$ cat config.mk
export PLATFORM = sky130hd
export DESIGN_NAME = door_motion_supervisor_flat
export DESIGN_NICKNAME = d
export VERILOG_FILES = /design/src/rtl/door_motion_supervisor_if.sv /design/src/rtl/door_motion_supervisor.sv /design/src/flat_wrapper.sv
export SDC_FILE = /design/constraint.sdc
export NUM_CORES = 1
export LEC_CHECK = 0
export ABC_AREA = 1
export BUFFER_PORTS_ARGS = -buffer_cell sky130_fd_sc_hd__buf_2
export CORE_MARGIN = 1.5
export CORE_UTILIZATION = 35
export DETAILED_ROUTE_END_ITERATION = 7
export HOLD_SLACK_MARGIN = 0.1
export SLEW_MARGIN = 15
export SYNTH_ARGS = -nofsm -noshare
export SYNTH_HDL_FRONTEND = slang
export SYNTH_SLANG_ARGS = --single-unit
$ cat constraint.sdc
create_clock -name CLK -period 2.4 [get_ports CLK]
set_clock_uncertainty 0.05 [all_clocks]
set_input_delay 0.24 -clock CLK [delete_from_list [all_inputs] [get_ports CLK]]
set_output_delay 0.24 -clock CLK [all_outputs]
set_load 0.02 [all_outputs]
$ cat src/rtl/door_motion_supervisor_if.sv
// Door supervisor signal bundle: buttons and sensors in, motor drives and status out.
// master drives buttons/sensors (plant side); slave is the supervisor.
interface door_motion_supervisor_if;
  logic Btn_Wall;
  logic Btn_Remote;
  logic UP_Max;
  logic DN_Max;
  logic Obstacle;
  logic UP_M;
  logic DN_M;
  logic Fault;
  logic Door_Open;

  modport master (
    output Btn_Wall,
    output Btn_Remote,
    output UP_Max,
    output DN_Max,
    output Obstacle,
    input  UP_M,
    input  DN_M,
    input  Fault,
    input  Door_Open
  );

  modport slave (
    input  Btn_Wall,
    input  Btn_Remote,
    input  UP_Max,
    input  DN_Max,
    input  Obstacle,
    output UP_M,
    output DN_M,
    output Fault,
    output Door_Open
  );
endinterface

$ cat src/rtl/door_motion_supervisor.sv
// Garage-door motion supervisor: Moore FSM with travel timeout, auto-close and reversal.
// Ports: CLK, RST (async active-low), io (buttons/limits/obstacle in, motors/status out).
module door_motion_supervisor #(
  parameter int TRAVEL_MAX = 1000,
  parameter int AUTO_CLOSE = 5000,
  parameter int DEAD_TIME  = 4
) (
  input  logic                     CLK,
  input  logic                     RST,
  door_motion_supervisor_if.slave  io
);

  typedef enum logic [2:0] {
    CLOSED,
    OPENING,
    OPEN,
    CLOSING,
    STOPPED,
    REV_WAIT,
    FAULT
  } state_t;

  localparam logic [15:0] TRAVEL_LAST = 16'(TRAVEL_MAX - 1);
  localparam logic [15:0] CLOSE_LAST  = 16'(AUTO_CLOSE - 1);
  localparam logic [15:0] DEAD_LAST   = 16'(DEAD_TIME - 1);

  state_t      state;
  state_t      state_n;
  logic [15:0] cnt;
  logic        last_dir;
  logic        btn_prev;
  logic        btn;
  logic        cmd;
  logic        both_lim;

  assign btn      = io.Btn_Wall | io.Btn_Remote;
  assign cmd      = btn & ~btn_prev;
  assign both_lim = io.UP_Max & io.DN_Max;

  always_comb begin
    state_n = state;
    unique case (state)
      CLOSED: begin
        if (cmd)
          state_n = OPENING;
        else if (!io.DN_Max)
          state_n = STOPPED;
      end
      OPENING: begin
        if (both_lim)
          state_n = FAULT;
        else if (io.UP_Max)
          state_n = OPEN;
        else if (cmd)
          state_n = STOPPED;
        else if (cnt == TRAVEL_LAST)
          state_n = FAULT;
      end
      CLOSING: begin
        if (both_lim)
          state_n = FAULT;
        else if (io.DN_Max)
          state_n = CLOSED;
        else if (io.Obstacle)
          state_n = REV_WAIT;
        else if (cmd)
          state_n = STOPPED;
        else if (cnt == TRAVEL_LAST)
          state_n = FAULT;
      end
      OPEN: begin
        if (cmd)
          state_n = CLOSING;
        else if (!io.Obstacle && cnt == CLOSE_LAST)
          state_n = CLOSING;
      end
      REV_WAIT: begin
        if (cnt == DEAD_LAST)
          state_n = OPENING;
      end
      STOPPED: begin
        if (both_lim)
          state_n = FAULT;
        else if (io.DN_Max)
          state_n = CLOSED;
        else if (io.UP_Max)
          state_n = OPEN;
        else if (cmd)
          state_n = last_dir ? CLOSING : OPENING;
      end
      FAULT: state_n = FAULT;
      default: state_n = FAULT;
    endcase
  end

  always_ff @(posedge CLK or negedge RST) begin
    if (!RST) begin
      state    <= STOPPED;
      cnt      <= '0;
      last_dir <= 1'b1;
      btn_prev <= 1'b0;
    end else begin
      btn_prev <= btn;
      state    <= state_n;
      if (state_n != state)
        cnt <= '0;
      else if (state == OPEN && io.Obstacle)
        cnt <= '0;
      else if (cnt != 16'hFFFF)
        cnt <= cnt + 16'd1;
      if (state_n != state && state_n == OPENING)
        last_dir <= 1'b1;
      else if (state_n != state && state_n == CLOSING)
        last_dir <= 1'b0;
    end
  end

  // Outputs decode from the state register only; reset state STOPPED
  // decodes to all-zero, so reset clears them without a clock.
  assign io.UP_M      = (state == OPENING);
  assign io.DN_M      = (state == CLOSING);
  assign io.Fault     = (state == FAULT);
  assign io.Door_Open = (state == OPEN);

endmodule

$ cat src/flat_wrapper.sv
// flat-port wrapper written by rule: the top's interface ports become plain ports
module door_motion_supervisor_flat 
#(
  parameter int TRAVEL_MAX = 1000,
  parameter int AUTO_CLOSE = 5000,
  parameter int DEAD_TIME  = 4
)
  (CLK, RST, io_Btn_Wall, io_Btn_Remote, io_UP_Max, io_DN_Max, io_Obstacle, io_UP_M, io_DN_M, io_Fault, io_Door_Open);
  door_motion_supervisor_if io_i ();
  input  logic CLK;
  input  logic RST;
  input wire logic [$bits(io_i.Btn_Wall)-1:0] io_Btn_Wall;
  input wire logic [$bits(io_i.Btn_Remote)-1:0] io_Btn_Remote;
  input wire logic [$bits(io_i.UP_Max)-1:0] io_UP_Max;
  input wire logic [$bits(io_i.DN_Max)-1:0] io_DN_Max;
  input wire logic [$bits(io_i.Obstacle)-1:0] io_Obstacle;
  output wire logic [$bits(io_i.UP_M)-1:0] io_UP_M;
  output wire logic [$bits(io_i.DN_M)-1:0] io_DN_M;
  output wire logic [$bits(io_i.Fault)-1:0] io_Fault;
  output wire logic [$bits(io_i.Door_Open)-1:0] io_Door_Open;
  assign io_i.Btn_Wall = io_Btn_Wall;
  assign io_i.Btn_Remote = io_Btn_Remote;
  assign io_i.UP_Max = io_UP_Max;
  assign io_i.DN_Max = io_DN_Max;
  assign io_i.Obstacle = io_Obstacle;
  assign io_UP_M = io_i.UP_M;
  assign io_DN_M = io_i.DN_M;
  assign io_Fault = io_i.Fault;
  assign io_Door_Open = io_i.Door_Open;
  door_motion_supervisor #(.TRAVEL_MAX(TRAVEL_MAX), .AUTO_CLOSE(AUTO_CLOSE), .DEAD_TIME(DEAD_TIME)) u_core (.CLK(CLK), .RST(RST), .io(io_i));
endmodule
==> impl_metrics.tcl <==
set metrics [dict create \
    initial_utilization 0.362 \
    fp-row-count 25 \
    yosysWarnings 0 \
    place.port_buffers 10 \
    htreeDepth 1 \
    place_congestion 0.920 \
    crit_end "u_core.cnt[5]" \
    end_kind "register" \
    grt_pass1_wl_um 6340 \
    post-place-ws_ns 0.299 \
    status "completed" \
    ys_seq_area_frac 0.311 \
    clock-root-buffer "clkbuf_8" \
    fin_ws_ns 0.280 \
    final_layout_size_suffix_gt1_frac 0.253 \
    maxSlewHeadroom 0.634 \
    reg2reg_depth 12 \
    finalCoreUtilization 0.393 \
    synth_cell_types 34 \
    cap_violations 0 \
    fill_cells 513 \
    routedWlPerCell_um 11.6 \
    ff_latch_area_um2 528 \
    worst-endpoint-arrival_ns 2.26 \
    p_comb_frac 0.541 \
    drt_pre_antenna_iters 4 \
    core_area_mm2 0.00469 \
    cp-start-kind "register" \
    vias 1520 \
    seqPwrFrac 0.308 \
    startpoint "u_core.cnt[0]" \
    period_minus_slack_ns 2.12 \
    die_x_um 72.6 \
    cts_tree "done" \
    syn_to_final_growth_pct 8.70 \
    drt_iter0_drc 60 \
    fmaxAchievable_ghz 0.472 \
    dp.cells 306 \
    power_density_mw_per_mm2 838 \
    antenna_found_initial 0 \
    wirelength_um 3610 \
    critical_path_peak_fanout 8 \
    grt_pass1_vias 1423 \
    vdd_drop_max_mv 0.805 \
    period_share 0.883 \
    cts.sinks 21 \
    p_switching_w 0.000773 \
    holdWs_ns 0.199 \
    synth.area.top_cells "dfrtp_1 (28%), nand2_1 (13%), nand3_1 (8.8%), nor2_1 (6.2%), inv_1 (6.0%)" \
    finalHoldViolCount 0 \
    worst-r2r-setup-slack_ns 0.28 \
    ant_nets 0 \
    netlist_top_cells_count "nand2_1 (59), nand3_1 (30), nor2_1 (28)" \
    nets 266 \
    yosysTopAreaCell "dfrtp_1" \
    leakagePower_nw 0.896 \
    synth_nets 253 \
    worst_pin_slew_ns 0.548 \
    synthesis.area_mm2 0.00170 \
    switching_share 0.500 \
    critPathKind "register to register" \
    slew_violations 0 \
    synth-edff-count 0 \
    required_ns 2.54 \
    grt_max_degree 22 \
    clockBufferDepth 2 \
    die_y_um 72.6 \
    power.share.clock 0.151 \
    synth_most_common_cell "nand2_1" \
    fin_tns_setup_ns 0 \
    diodes 0 \
    fin_cells 311 \
    rsz0062_at_grt "no" \
    multi_input_area_um2 997 \
    yosys_register_bits 21 \
    clk_latency_ns 0.26 \
    drc 0 \
    reg2reg_from "u_core.cnt[0]" \
    die_area_mm2 0.00527 \
    syn_area_per_cell_um2 6.93 \
    postCtsSetupBuffers 0 \
    holdCritPathClass "input port to register" \
    synth_top_area_frac 0.280 \
    boundaryPins 11 \
    dp_hpwl_um 2850 \
    setup_violations 0 \
    clkSlewWorstSetupHoldPaths_ns 0.08 \
    r2r_end "u_core.cnt[5]" \
    intPower_w 0.000773 \
    vias_per_cell 4.89 \
    cts_inserted_buffers 3 \
    syn_inst 245 \
    synth_ff_type "dfrtp_1" \
    async_reset_ff_frac 1.00 \
    overflow 0 \
    grt_use_total 0.151 \
]
[power by group through the flow]
stage                     Sequential [W]  Clock (W)  Combinational, W
after floorplan                 0.000457          0          0.000748
after global placement          0.000482          0          0.000844
after detailed placement        0.000481          0          0.000846
after CTS                       0.000475   0.000243          0.000848
after global routing            0.000482   0.000257          0.000956
final                           0.000476   0.000233          0.000837
[critical path, stage by stage, from the launching register on]
cell and delay, ns:
dfrtp_1 0.40, ha_1 0.22, nand2_1 0.09, nor2_2 0.12, nand2_2 0.08, nor2_4 0.11
inv_2 0.05, nor2_2 0.12, nand3_1 0.12, nor3_2 0.15, nand2_1 0.15, buf_4 0.23
a21oi_1 0.15
[flip-flops by register name, indices dropped and copies added, names as in the netlist]
name / cells
u_core.cnt: 16
u_core.state: 3
u_core.btn_prev: 1
u_core.last_dir: 1
[layout by cell type (no fill, tap or decap), types with 6 or more instances in the layout]
master / synthesis / final
nand2_2: 10 / 10
inv_2: 6 / 6
a21oi_2: 10 / 10
nand2_1: 59 / 59
nor2_2: 6 / 6
a21oi_1: 9 / 9
inv_1: 27 / 27
nor2_1: 28 / 28
dfrtp_1: 19 / 19
buf_2: 0 / 10
nand3_1: 30 / 30
[final cells by class]
| cell class | count | share of cell area |
|---|---|---|
| Inverter | 35 | 0.0746 |
| Clock inverter | 1 | 0.00271 |
| Clock buffer | 3 | 0.0224 |
| Timing Repair Buffer | 12 | 0.0366 |
| Multi-Input combinational cell | 185 | 0.541 |
| Tap cell | 54 | 0.0366 |
| Sequential cell | 21 | 0.286 |
[metal layers]
metal	vias up	track usage	wire, um
met4	0	0.0461	36
met3	4	0.0180	111
met5	-	0	0
met2	27	0.238	1650
met1	677	0.217	1810
li1	812	-	-
[cells by family (layout without fill, tap and decap cells)]
logic type	after synthesis	count (layout)	synth area share
xor gates and xnor gates	2	2	0.0103
and+or+nand+nor	158	158	0.468
DFF	21	21	0.311
AOI/OAI and AO/OA	24	24	0.103
buffers and inverters	39	51	0.101
adders and majority gates	1	1	0.00737
[per-stage QoR]
step | area [um^2] | total power, W
6_report | 1840 | 0.00155
5_1_grt | 1840 | 0.00169
3_5_place_dp | 1790 | 0.00133
2_1_floorplan | 1700 | 0.00120
3_3_place_gp | 1790 | 0.00133
4_1_cts | 1840 | 0.00157
[worst min-delay path by stage]
stage,startpoint,endpoint,depth (start not counted)
finish,io_Btn_Remote,u_core.btn_prev,3
global route,io_Btn_Remote,u_core.btn_prev,3
CTS,io_Btn_Remote,u_core.btn_prev,3
detailed placement,RST,u_core.cnt[3],1
global placement,RST,u_core.cnt[3],1
floorplan,RST,u_core.btn_prev,0
[timing repair]
| item | CTS | global route |
|---|---|---|
| resized for setup | 0 | 0 |
| hold buffers | 1 | 0 |
| hold endpoints to repair | 19 | 0 |
No activity file was read; power rests on OpenSTA's default activity.
